### config.mk
export PLATFORM = sky130hd
export DESIGN_NAME = modn_counter_flat
export DESIGN_NICKNAME = d
export VERILOG_FILES = /design/src/rtl/modn_counter_pkg.sv /design/src/rtl/modn_counter_if.sv /design/src/rtl/modn_next.sv /design/src/rtl/modn_counter.sv /design/src/flat_wrapper.sv
export SDC_FILE = /design/constraint.sdc
export NUM_CORES = 1
export LEC_CHECK = 0
export ABC_AREA = 1
export CORE_MARGIN = 2
export CORE_UTILIZATION = 42
export CTS_CLUSTER_DIAMETER = 50
export CTS_CLUSTER_SIZE = 24
export DETAILED_ROUTE_END_ITERATION = 10
export DONT_BUFFER_PORTS = 1
export PLACE_DENSITY_LB_ADDON = 0.15
export SETUP_SLACK_MARGIN = 0.5
export SYNTH_ARGS = -nofsm -noshare
export SYNTH_HDL_FRONTEND = slang
export SYNTH_SLANG_ARGS = --single-unit
### constraint.sdc
create_clock -name clk -period 1.8 [get_ports clk]
set_clock_uncertainty 0.05 [all_clocks]
set_input_delay 0.18 -clock clk [delete_from_list [all_inputs] [get_ports clk]]
set_output_delay 0.18 -clock clk [all_outputs]
set_load 0.1 [all_outputs]
### src/rtl/modn_counter_pkg.sv
// ----------------------------------------------------------------------------
// modn_counter_pkg
// Shared definitions for the modulo-N counter slice.
//   mode_t      : counting mode encoding (hold / up / down / up-by-step)
//   calc_width  : counter width derived from the modulus, never below one bit
// ----------------------------------------------------------------------------
package modn_counter_pkg;

    typedef enum logic [1:0] {
        MODE_HOLD = 2'b00,
        MODE_UP   = 2'b01,
        MODE_DOWN = 2'b10,
        MODE_STEP = 2'b11
    } mode_t;

    // Width needed to hold 0..modulus-1; a modulus of 2 still needs one bit.
    function automatic int calc_width(input int modulus);
        int w;
        w = $clog2(modulus);
        return (w < 1) ? 1 : w;
    endfunction

endpackage

### src/rtl/modn_counter_if.sv
// ----------------------------------------------------------------------------
// modn_counter_if
// Control and status bundle of one modulo-N counter.
//   en        : count enable / cascade carry-in          (master -> slave)
//   load      : synchronous parallel load request         (master -> slave)
//   in        : parallel load value                        (master -> slave)
//   mode      : counting mode                              (master -> slave)
//   count     : registered counter value                   (slave -> master)
//   tc        : combinational terminal count / carry-out   (slave -> master)
//   wrap      : one-cycle pulse the cycle after a wrap      (slave -> master)
//   load_err  : one-cycle pulse after a rejected load       (slave -> master)
// ----------------------------------------------------------------------------
interface modn_counter_if
    import modn_counter_pkg::*;
#(
    parameter int MODULUS = 10
);

    localparam int WIDTH = calc_width(MODULUS);

    logic             en;
    logic             load;
    logic [WIDTH-1:0] in;
    mode_t            mode;
    logic [WIDTH-1:0] count;
    logic             tc;
    logic             wrap;
    logic             load_err;

    modport master (
        output en, load, in, mode,
        input  count, tc, wrap, load_err
    );

    modport slave (
        input  en, load, in, mode,
        output count, tc, wrap, load_err
    );

endinterface

### src/rtl/modn_next.sv
// ----------------------------------------------------------------------------
// modn_next
// Purely combinational next-value logic of the modulo-N counter.
//   count      in   current counter value
//   en         in   count enable (only qualifies tc)
//   mode       in   counting mode
//   next_count out  value the counter takes when enabled
//   wrap_cond  out  the enabled step crosses the range boundary
//   tc         out  terminal count / cascade carry-out
// Optional feature: define MODN_COUNTER_SATURATE_EN to clamp at the range
// limits instead of wrapping; wrap_cond is then always 0 and tc flags
// "at the limit for the current mode".
// ----------------------------------------------------------------------------
module modn_next
    import modn_counter_pkg::*;
#(
    parameter int MODULUS = 10,
    parameter int STEP    = 2,
    parameter int WIDTH   = calc_width(MODULUS)
) (
    input  logic [WIDTH-1:0] count,
    input  logic             en,
    input  mode_t            mode,
    output logic [WIDTH-1:0] next_count,
    output logic             wrap_cond,
    output logic             tc
);

    // One extra bit so count+STEP and the modulus itself never overflow.
    localparam logic [WIDTH:0]   MOD_W   = (WIDTH+1)'(MODULUS);
    localparam logic [WIDTH:0]   STEP_W  = (WIDTH+1)'(STEP);
    localparam logic [WIDTH-1:0] MAX_VAL = WIDTH'(MODULUS - 1);

    logic [WIDTH:0] sum;
    logic           at_limit;

    assign sum = {1'b0, count} + STEP_W;

    // at_limit marks the boundary condition of the selected mode; it drives
    // both the wrap/clamp choice and the carry-out.
    always_comb begin
        next_count = count;
        wrap_cond  = 1'b0;
        at_limit   = 1'b0;
        case (mode)
            MODE_UP: begin
                at_limit = (count == MAX_VAL);
`ifdef MODN_COUNTER_SATURATE_EN
                next_count = at_limit ? MAX_VAL : count + WIDTH'(1);
`else
                next_count = at_limit ? '0 : count + WIDTH'(1);
                wrap_cond  = at_limit;
`endif
            end
            MODE_DOWN: begin
                at_limit = (count == '0);
`ifdef MODN_COUNTER_SATURATE_EN
                next_count = at_limit ? '0 : count - WIDTH'(1);
`else
                next_count = at_limit ? MAX_VAL : count - WIDTH'(1);
                wrap_cond  = at_limit;
`endif
            end
            MODE_STEP: begin
`ifdef MODN_COUNTER_SATURATE_EN
                at_limit   = (count == MAX_VAL);
                next_count = (sum >= MOD_W) ? MAX_VAL : WIDTH'(sum);
`else
                at_limit   = (sum >= MOD_W);
                next_count = at_limit ? WIDTH'(sum - MOD_W) : WIDTH'(sum);
                wrap_cond  = at_limit;
`endif
            end
            default: begin
                next_count = count;
            end
        endcase
    end

    assign tc = en & at_limit;

endmodule

### src/rtl/modn_counter.sv
// ----------------------------------------------------------------------------
// modn_counter
// Modulo-N up/down/step counter with parallel load and cascade carry.
//   clk    in   single clock, rising edge
//   reset  in   asynchronous active-high reset
//   bus    slave modport of modn_counter_if (en, load, in, mode in;
//               count, tc, wrap, load_err out)
// Parameters: MODULUS (2..2^16), STEP (1..MODULUS-1). Width is derived.
// Optional feature: MODN_COUNTER_SATURATE_EN selects saturating counting
// (handled inside modn_next).
// ----------------------------------------------------------------------------
module modn_counter
    import modn_counter_pkg::*;
#(
    parameter int MODULUS = 10,
    parameter int STEP    = 2
) (
    input  logic          clk,
    input  logic          reset,
    modn_counter_if.slave bus
);

    localparam int             WIDTH = calc_width(MODULUS);
    localparam logic [WIDTH:0] MOD_W = (WIDTH+1)'(MODULUS);

    logic [WIDTH-1:0] count_q;
    logic             wrap_q;
    logic             load_err_q;
    logic [WIDTH-1:0] next_count;
    logic             wrap_cond;
    logic             tc;
    logic             load_ok;

    modn_next #(
        .MODULUS (MODULUS),
        .STEP    (STEP),
        .WIDTH   (WIDTH)
    ) u_next (
        .count      (count_q),
        .en         (bus.en),
        .mode       (bus.mode),
        .next_count (next_count),
        .wrap_cond  (wrap_cond),
        .tc         (tc)
    );

    // Out-of-range load values are refused so the count never leaves range.
    assign load_ok = ({1'b0, bus.in} < MOD_W);

    // Priority is reset, then load, then enabled counting. Both pulse
    // outputs default low so each lasts exactly one cycle per event.
    always_ff @(posedge clk or posedge reset) begin
        if (reset) begin
            count_q    <= '0;
            wrap_q     <= 1'b0;
            load_err_q <= 1'b0;
        end else begin
            wrap_q     <= 1'b0;
            load_err_q <= 1'b0;
            if (bus.load) begin
                if (load_ok) begin
                    count_q <= bus.in;
                end else begin
                    load_err_q <= 1'b1;
                end
            end else if (bus.en) begin
                count_q <= next_count;
                wrap_q  <= wrap_cond;
            end
        end
    end

    assign bus.count    = count_q;
    assign bus.tc       = tc;
    assign bus.wrap     = wrap_q;
    assign bus.load_err = load_err_q;

endmodule

### src/flat_wrapper.sv
// flat-port wrapper written by rule: the top's interface ports become plain ports
module modn_counter_flat import modn_counter_pkg::*;
#(
    parameter int MODULUS = 10,
    parameter int STEP    = 2
)
  (clk, reset, bus_en, bus_load, bus_in, bus_mode, bus_count, bus_tc, bus_wrap, bus_load_err);
  modn_counter_if #(.MODULUS(MODULUS)) bus_i ();
  input  logic clk;
  input  logic reset;
  input wire logic [$bits(bus_i.en)-1:0] bus_en;
  input wire logic [$bits(bus_i.load)-1:0] bus_load;
  input wire logic [$bits(bus_i.in)-1:0] bus_in;
  input wire logic [$bits(bus_i.mode)-1:0] bus_mode;
  output wire logic [$bits(bus_i.count)-1:0] bus_count;
  output wire logic [$bits(bus_i.tc)-1:0] bus_tc;
  output wire logic [$bits(bus_i.wrap)-1:0] bus_wrap;
  output wire logic [$bits(bus_i.load_err)-1:0] bus_load_err;
  assign bus_i.en = bus_en;
  assign bus_i.load = bus_load;
  assign bus_i.in = bus_in;
  assign bus_i.mode = bus_mode;
  assign bus_count = bus_i.count;
  assign bus_tc = bus_i.tc;
  assign bus_wrap = bus_i.wrap;
  assign bus_load_err = bus_i.load_err;
  modn_counter #(.MODULUS(MODULUS), .STEP(STEP)) u_core (.clk(clk), .reset(reset), .bus(bus_i));
endmodule
== Yosys cells after proc, flatten, opt, wreduce, memory -nomap -nowiden ==
Index checks and enable logic that the tools add are counted.
Word-level totals
  bits in registers: 6
  input port bits: 10
Operators by class
  $add $sub $neg: 4
  reduce and logical (&&, ||, !) cells: 4
  mux-type cells: 12
  bitwise gates (word level): 1
  order comparisons: 2
  equal/unequal tests: 5
Operators by type and width (number)
  2-to-1 mux 4 bit: 6
  case mux 4 bit (3 select lines): 1
  adder 4 x 2 -> 5 bit, second input constant: 1
  >= comparator 5 x 4 -> 1 bit, second input constant: 1
  adder 4 x 1 -> 4 bit, second input constant: 1
  equality test 2 bit, second input constant: 2
  equality test 4 bit, second input constant: 1
  zero test 4 bit: 1
  less-than comparator 4 bit, second input constant: 1
  2-to-1 mux 1 bit: 4
  nonzero test 4 bit: 1
  subtractor 4 x 1 -> 4 bit, second input constant: 1
  subtractor 4 bit, second input constant: 1
  case mux 1 bit (3 select lines): 1
  AND reduction 3 bit: 1
  equality test 2 x 1 -> 1 bit, second input constant: 1
  != test 2 x 1 -> 1 bit, second input constant: 1
  nonzero test 2 bit: 1
  bitwise AND 1 bit: 1

== Logic depth before layout (Yosys ltp) ==
Gate-level depths: netlist of the first run.
  depth after elaboration: 6
  depth in mapped cells: 11

== Hierarchy ==
Synthesis of the first run repeated with hierarchy kept, for this count alone.
Unflattened totals
  cell total of the unflattened synthesis: 119
  area, all modules: 720.7 sq um
By module, submodules not included
  modn_next: instances 1, sequential area each 0.0 sq um, area each 412.9 sq um, cells each 77
  modn_counter: instances 1, sequential area each 150.1 sq um, area each 307.8 sq um, cells each 42

== Least setup slack after synthesis of the first run ==
Ideal clock, no wire load.
  kind: reg-to-output
  start point: register u_core.count_q[1] (netlist: u_core.bus.count[1])
  end point: output bus_tc
  arrival time: 2620 ps
  data required time: 1570 ps
  cell stages (with the launch flop): 11
  setup slack: -1050 ps
  cell sequence: dfrtp_1 buf_2 inv_1 ha_1 inv_1 nand3_1 nand2_1 nand2_1 nand3_1 nand3_1 inv_1
On the way
  cells in the longest elaborated chain, start to end: 4
  elaborated cells between the ends (all ways): 6
RTL lines
  from (decl): line modn_counter.sv:26  | logic [WIDTH-1:0] count_q;
  from (signal assigned): line modn_counter.sv:62  | count_q <= bus.in;
  from (signal assigned): line modn_counter.sv:67  | count_q <= next_count;
  adder 4 x 2 -> 5 bit: line modn_next.sv:37  | assign sum = {1'b0, count} + STEP_W;
  >= comparator 5 x 4 -> 1 bit: line modn_next.sv:69  | at_limit = (sum >= MOD_W);
  case mux 1 bit (3 select lines) *: line modn_next.sv:45  | case (mode)
  bitwise AND 1 bit *: line modn_next.sv:80  | assign tc = en & at_limit;
  to (decl): line flat_wrapper.sv:16  | output wire logic [$bits(bus_i.tc)-1:0] bus_tc;
Every way passes the cells marked *; elsewhere a longest branch is shown, timed or not.

== Worst setup path in the final report of the first run ==
  start point: register u_core.count_q[2] (netlist: u_core.bus.count[2])
  end point: output bus_tc
The elaborated chain is that of the path after synthesis.

==> results of run 1 <==
layout make-up:
| type | instances | share of cell area, % |
|---|---|---|
| inverter | 20 | 7.791 |
| multi-input combinational | 85 | 50.47 |
| sequential | 6 | 14.88 |
| timing repair buffer | 24 | 22.56 |
| clock buffer | 4 | 2.442 |
| tap | 16 | 1.860 |
logic make-up (layout without fill, tap and decap cells):
logic type / Yosys count / after routing / share of synthesized area (%)
xor+xnor: 2 / 2 / 2.541
flops: 6 / 6 / 21.78
buf+inv: 23 / 48 / 13.97
compound gates: 9 / 9 / 7.441
fa+ha+maj: 7 / 7 / 12.70
simple gates: 67 / 67 / 41.56
state kept, by name, indices dropped and copies added, names as in the netlist:
signal / flops
u_core.bus.load_err: 1
u_core.bus.count: 4
u_core.bus.wrap: 1
cell usage in the layout (no fill, tap or decap), types with 3 or more instances in the layout:
cell / Yosys / routed
nand2_1: 39 / 35
buf_6: 1 / 12
nor2_1: 10 / 8
buf_4: 0 / 9
clkbuf_4: 0 / 3
nand3_1: 12 / 7
ha_4: 0 / 3
ha_1: 7 / 4
nand3_2: 0 / 4
inv_1: 19 / 15
a21oi_1: 3 / 3
nor2_2: 3 / 3
nand2_2: 0 / 3
worst max-delay path by stage:
stage	start	to	slack, ns	cells past startpoint
after floorplan	u_core.bus.count[2]$_DFFE_PP0P_	bus_tc	-0.33	9
after global placement	u_core.bus.count[2]$_DFFE_PP0P_	bus_tc	0.05	10
final	u_core.bus.count[2]$_DFFE_PP0P_	bus_tc	-0.18	10
after global routing	u_core.bus.count[2]$_DFFE_PP0P_	bus_tc	-0.24	10
after CTS	u_core.bus.count[1]$_DFFE_PP0P_	bus_tc	-0.13	10
after detailed placement	u_core.bus.count[2]$_DFFE_PP0P_	bus_tc	0.01	10
routing by layer:
layer	part of all wire, %	vias up	GRT usage (%)	wire length, µm
li1	-	396	-	-
met2	51	23	35.07	936
met4	0.70	0	6.061	13
met5	0	-	0	0
met3	4.9	2	6.531	90
met1	44	349	25.19	812
worst max-delay path: cells and delay by family, from the launching register on:
kind / cells / cell delay [ns]
adders and majority gates: 1 / 0.20
and+or+nand+nor: 5 / 0.38
buffers and inverters: 4 / 0.39
DFF: 1 / 0.51
metrics by stage:
stage / hold slack (ns) / setup WS [ns]
global route: 0.02940 / -0.2355
finish: 0.03329 / -0.1832
CTS: 0.03821 / -0.1265
floorplan: -0.07914 / -0.3269
detailed placement: -0.05233 / 0.01367
global placement: -0.05701 / 0.04993
power by group:
part	internal [mW]	switching (mW)	total, mW	leakage (nW)
sequential	0.168	0.0585	0.226	0.0693
combinational	0.301	0.465	0.766	0.465
clock	0.0848	0.0618	0.147	0.0150
repair_timing:
action	CTS	global route
setup buffers	10	2
hold buffers	2	0
endpoints found under the setup margin	5	5
resized for setup	18	17
pin swaps	6	10
hold endpoints to repair	7	0
==> impl_metrics.json, run 1 <==
{
  "grt_max_degree": 11,
  "clock_latency_ns": 0.26,
  "min_path_cells": 2,
  "synth_common_cells": "nand2_1, inv_1, nand3_1",
  "cts_root_buffer": "clkbuf_4",
  "ys.flop_type": "dfrtp_1",
  "nFillCells": 140,
  "place_congestion": 0.7975,
  "r2r_cells": 14,
  "cts.sinks": 6,
  "drt-total-wl_um": 1853,
  "port_buffers": 0,
  "fin_crit_ns": 1.983,
  "final_cell_area_um2": 1076,
  "critPathCaptureType": "primary output",
  "finalSetupViolations": 2,
  "cts_tree": "built",
  "multi_input_area_um2": 543.0,
  "wire_per_inst_um": 11.95,
  "fmax_mhz": 504.2,
  "r2r-start": "u_core.bus.count[2]$_DFFE_PP0P_",
  "fin_nets": 157,
  "r2r-end": "u_core.bus.wrap$_DFF_PP0_",
  "final_core_util_pct": 70.61,
  "final.setup.tns_ns": -0.3485,
  "antenna_found_initial": 0,
  "yosysMostFrequentCell": "nand2_1",
  "grt_pass1_vias": 756,
  "core_region_area_um2": 1524,
  "worstPathArrival_ns": 1.75,
  "crit_chain": "inv_4 -> ha_4 -> inv_2 -> nand3_2 -> nand2_1 -> nand2_1 -> nand3_2 -> nand3_4 -> clkinvlp_4 -> buf_12",
  "slew_headroom_pct": 78.58,
  "synth_edf_count": 0,
  "syn_avg_cell_area_um2": 6.047,
  "yosysTopAreaCellShare_pct": 21.78,
  "dr.pass1.iters": 4,
  "die-area_um2": 1982,
  "post-route-period-util_pct": 110.2,
  "timing.final.ws_setup_ns": -0.1832,
  "diodes": 0,
  "rows": 14,
  "vias": 770,
  "ys_seq_area_share_pct": 21.78,
  "crit_type": "flop to primary output",
  "yosysWarnings": 0,
  "grt.total_usage_pct": 20.82,
  "violations": "setup timing",
  "drc_errors": 0,
  "die_x_um": 44.52,
  "max_stage_delay_ns": 0.51,
  "placed_area_um2": 809.5,
  "p_leak_nw": 0.5491,
  "h-tree-depth": 1,
  "powerDensity_nw_per_um2": 1058,
  "total_power_mw": 1.139,
  "dp_hpwl_um": 1236,
  "min_to": "u_core.bus.load_err$_DFF_PP0_",
  "synth_top_cell_by_area": "dfrtp_1",
  "cp_max_fo": 4,
  "required_ns": 1.57,
  "async_flop_share_pct": 100.0,
  "floorplan.initialDensity_pct": 45.24,
  "grt_remaining_overflow": 0,
  "final_hold_viol_count": 0,
  "maxCapViolations": 0,
  "final_max_slew_viol_count": 0,
  "layout-drive-gt1-share_pct": 38.13,
  "ys_ff_latch": 6,
  "pin_count": 17,
  "antenna_left": 0,
  "regArea_um2": 160.2,
  "cts_buffer_depth": 2,
  "via_per_inst": 4.968,
  "status": "complete, but fails checks",
  "clk_pin_slew_ns": 0.06,
  "finalNonFillerCells": 155,
  "worstHoldStart": "bus_in[3]",
  "hp-class": "input port to flop",
  "yosysUniqueCellTypes": 18,
  "r2r_slack_ns": -0.17,
  "placed_cells": 137,
  "die_y_um": 44.52,
  "syn_inst": 114,
  "vdd_drop_max_mv": 0.5765,
  "drt_iter0_markers": 14,
  "area_growth_pct": 56.08,
  "grt_pass1_wl_um": 3008,
  "slowest_stage": "dfrtp_4",
  "synth_nets": 131,
  "tightest_slew_ns": 0.3202,
  "rsz0062_at_grt": "yes",
  "cts_made_buffers": 3,
  "startpoint_type": "flop",
  "yosys-top-cells-area": "dfrtp_1, nand2_1, ha_1",
  "synth_area_um2": 689.4
}
No activity file was read; power rests on OpenSTA's default activity.
==> inputs of run 2 (changes only) <==
--- a/config.mk
+++ b/config.mk
@@ -6,6 +6,7 @@
 export NUM_CORES = 1
 export LEC_CHECK = 0
 export ABC_AREA = 1
+export ABC_CLOCK_PERIOD_IN_PS = 1800
 export CORE_MARGIN = 2
 export CORE_UTILIZATION = 42
 export CTS_CLUSTER_DIAMETER = 50
==> results of run 2 <==
Same layout as run 1: the final DEF is identical, and so are final timing and power.
==> inputs of run 3 (changes only) <==
--- a/config.mk
+++ b/config.mk
@@ -14,6 +14,7 @@
 export DETAILED_ROUTE_END_ITERATION = 10
 export DONT_BUFFER_PORTS = 1
 export PLACE_DENSITY_LB_ADDON = 0.15
+export REMOVE_ABC_BUFFERS = 1
 export SETUP_SLACK_MARGIN = 0.5
 export SYNTH_ARGS = -nofsm -noshare
 export SYNTH_HDL_FRONTEND = slang
==> run 3 against run 2 <==
The flow still finishes with violations (setup timing). Clock power down 13%. First-iteration DRC count fell by 14%. Via count grew 1.6%. Critical endpoint is now u_core.bus.count[2]$_DFFE_PP0P_. Largest power group unchanged. Highest routed layer unchanged.
==> impl_metrics.json, run 3 (same netlist as run 1, synthesis figures left out) <==
{
  "finalSetupViolations": 2,
  "clk_pin_slew_ns": 0.05,
  "cts_buffer_depth": 2,
  "area_growth_pct": 51.91,
  "pin_count": 17,
  "drt_iter0_markers": 12,
  "r2r-start": "u_core.bus.count[2]$_DFFE_PP0P_",
  "crit_chain": "inv_2 -> ha_4 -> inv_4 -> buf_4 -> buf_6 -> buf_6 -> buf_6 -> buf_6 -> buf_6 -> nand2_2 -> nand3_2 -> nand3_2 -> nand2_1 -> inv_1",
  "grt_pass1_wl_um": 3132,
  "slowest_stage": "dfrtp_1",
  "fin_nets": 158,
  "fin_crit_ns": 1.859,
  "port_buffers": 0,
  "final_hold_viol_count": 0,
  "largest_register_ffs": 4,
  "worstHoldStart": "bus_en",
  "placed_cells": 137,
  "min_to": "u_core.bus.wrap$_DFF_PP0_",
  "vdd_drop_max_mv": 0.6073,
  "drt-total-wl_um": 1959,
  "via_per_inst": 5.045,
  "die_x_um": 44.52,
  "required_ns": 1.94,
  "slew_headroom_pct": 80.93,
  "antenna_found_initial": 0,
  "post-route-period-util_pct": 103.3,
  "rows": 14,
  "hp-class": "input port to flop",
  "r2r-end": "u_core.bus.count[2]$_DFFE_PP0P_",
  "r2r_cells": 14,
  "final_max_slew_viol_count": 0,
  "most-common-layout-cells": "nand2_1, inv_1, buf_6, buf_4, nor2_1",
  "grt_pass1_vias": 779,
  "cp_max_fo": 3,
  "antenna_left": 0,
  "cts_root_buffer": "clkbuf_4",
  "wire_per_inst_um": 12.64,
  "h-tree-depth": 1,
  "cts_tree": "built",
  "dr.pass1.iters": 4,
  "dp_hpwl_um": 1319,
  "pre_cts_slack_ns": 0.07539,
  "layout_commonest_cell": "nand2_1",
  "maxCapViolations": 0,
  "diodes": 0,
  "die-area_um2": 1982,
  "total_power_mw": 1.220,
  "die_y_um": 44.52,
  "crit_type": "flop to flop",
  "r2r_slack_ns": -0.06,
  "fmax_mhz": 538.0,
  "cts.sinks": 6,
  "final_core_util_pct": 68.72,
  "violations": "setup timing",
  "worstPathArrival_ns": 2.00,
  "clock_latency_ns": 0.25,
  "grt_remaining_overflow": 0,
  "grt_max_degree": 10,
  "finalNonFillerCells": 155,
  "vias": 782,
  "powerDensity_nw_per_um2": 1165,
  "cts_made_buffers": 3,
  "startpoint_type": "flop",
  "core_region_area_um2": 1524,
  "place_congestion": 0.7824,
  "layout-drive-gt1-share_pct": 37.41,
  "drc_errors": 0,
  "grt.total_usage_pct": 21.60,
  "timing.final.ws_setup_ns": -0.05880,
  "max_stage_delay_ns": 0.43,
  "floorplan.initialDensity_pct": 45.24,
  "tightest_slew_ns": 0.2850,
  "p_leak_nw": 0.5592,
  "critPathCaptureType": "flop",
  "min_path_cells": 2,
  "rsz0062_at_grt": "yes",
  "status": "complete, but fails checks",
  "crit_path_frequent_cell": "buf_6"
}
## run 3: routing by layer
| metal | up-vias | GRT usage [%] | part of all wire (%) |
|---|---|---|---|
| met5 | - | 0 | 0 |
| met4 | 0 | 6.667 | 2.0 |
| met3 | 6 | 7.347 | 5.4 |
| met2 | 31 | 36.81 | 49 |
| met1 | 348 | 25.25 | 44 |
| li1 | 397 | - | - |
## run 3: repair_timing
action,in CTS,in global routing
pin swaps,9,4
gates resized for setup,29,9
setup endpoints to repair,9,8
hold buffers,2,0
hold endpoints to repair,7,0
buffers inserted,13,0
cloned,0,0
## run 3: final cells by class
cell class,count,area [µm²]
inverters,20,77.57
well taps,16,20.02
repair buffers,25,257.7
multi-input cells,85,515.5
clock buffers,3,22.52
fillers,141,476.7
flip-flops and latches,6,153.9
## run 3: how the worst max path moves through the flow
stage	from	end	slack, ns
after detailed placement	u_core.bus.count[2]$_DFFE_PP0P_	bus_tc	0.08
after global placement	u_core.bus.count[2]$_DFFE_PP0P_	bus_tc	0.14
final	u_core.bus.count[2]$_DFFE_PP0P_	u_core.bus.count[2]$_DFFE_PP0P_	-0.06
after CTS	u_core.bus.count[2]$_DFFE_PP0P_	bus_tc	-0.03
after floorplan	u_core.bus.count[1]$_DFFE_PP0P_	bus_tc	-1.08
after global routing	u_core.bus.count[1]$_DFFE_PP0P_	bus_tc	-0.11
## run 3: critical path: cells and delay by family (launching register included)
| family | cells | cell delay, ns |
|---|---|---|
| flip-flops | 1 | 0.43 |
| buffers and inverters | 9 | 0.79 |
| AND/OR/NAND/NOR | 4 | 0.23 |
| adder cells (fa/ha/maj) | 1 | 0.29 |
## run 3: power by group
part / internal [mW] / switching [mW] / leakage (nW) / total [mW]
sequential: 0.162 / 0.0511 / 0.0699 / 0.213
clock: 0.0757 / 0.0526 / 0.0138 / 0.128
combinational: 0.379 / 0.500 / 0.475 / 0.879
total: 0.617 / 0.603 / 0.559 / 1.22
## run 3: metrics by stage
step	setup TNS, ns	hold slack [ns]	area, µm²
2_1_floorplan	-2.754	-0.07904	668.1
3_3_place_gp	0	-0.05747	775.7
3_5_place_dp	0	-0.05233	775.7
4_1_cts	-0.03292	0.02284	1011
5_1_grt	-0.2213	0.02361	1047
6_report	-0.1122	0.03205	1047
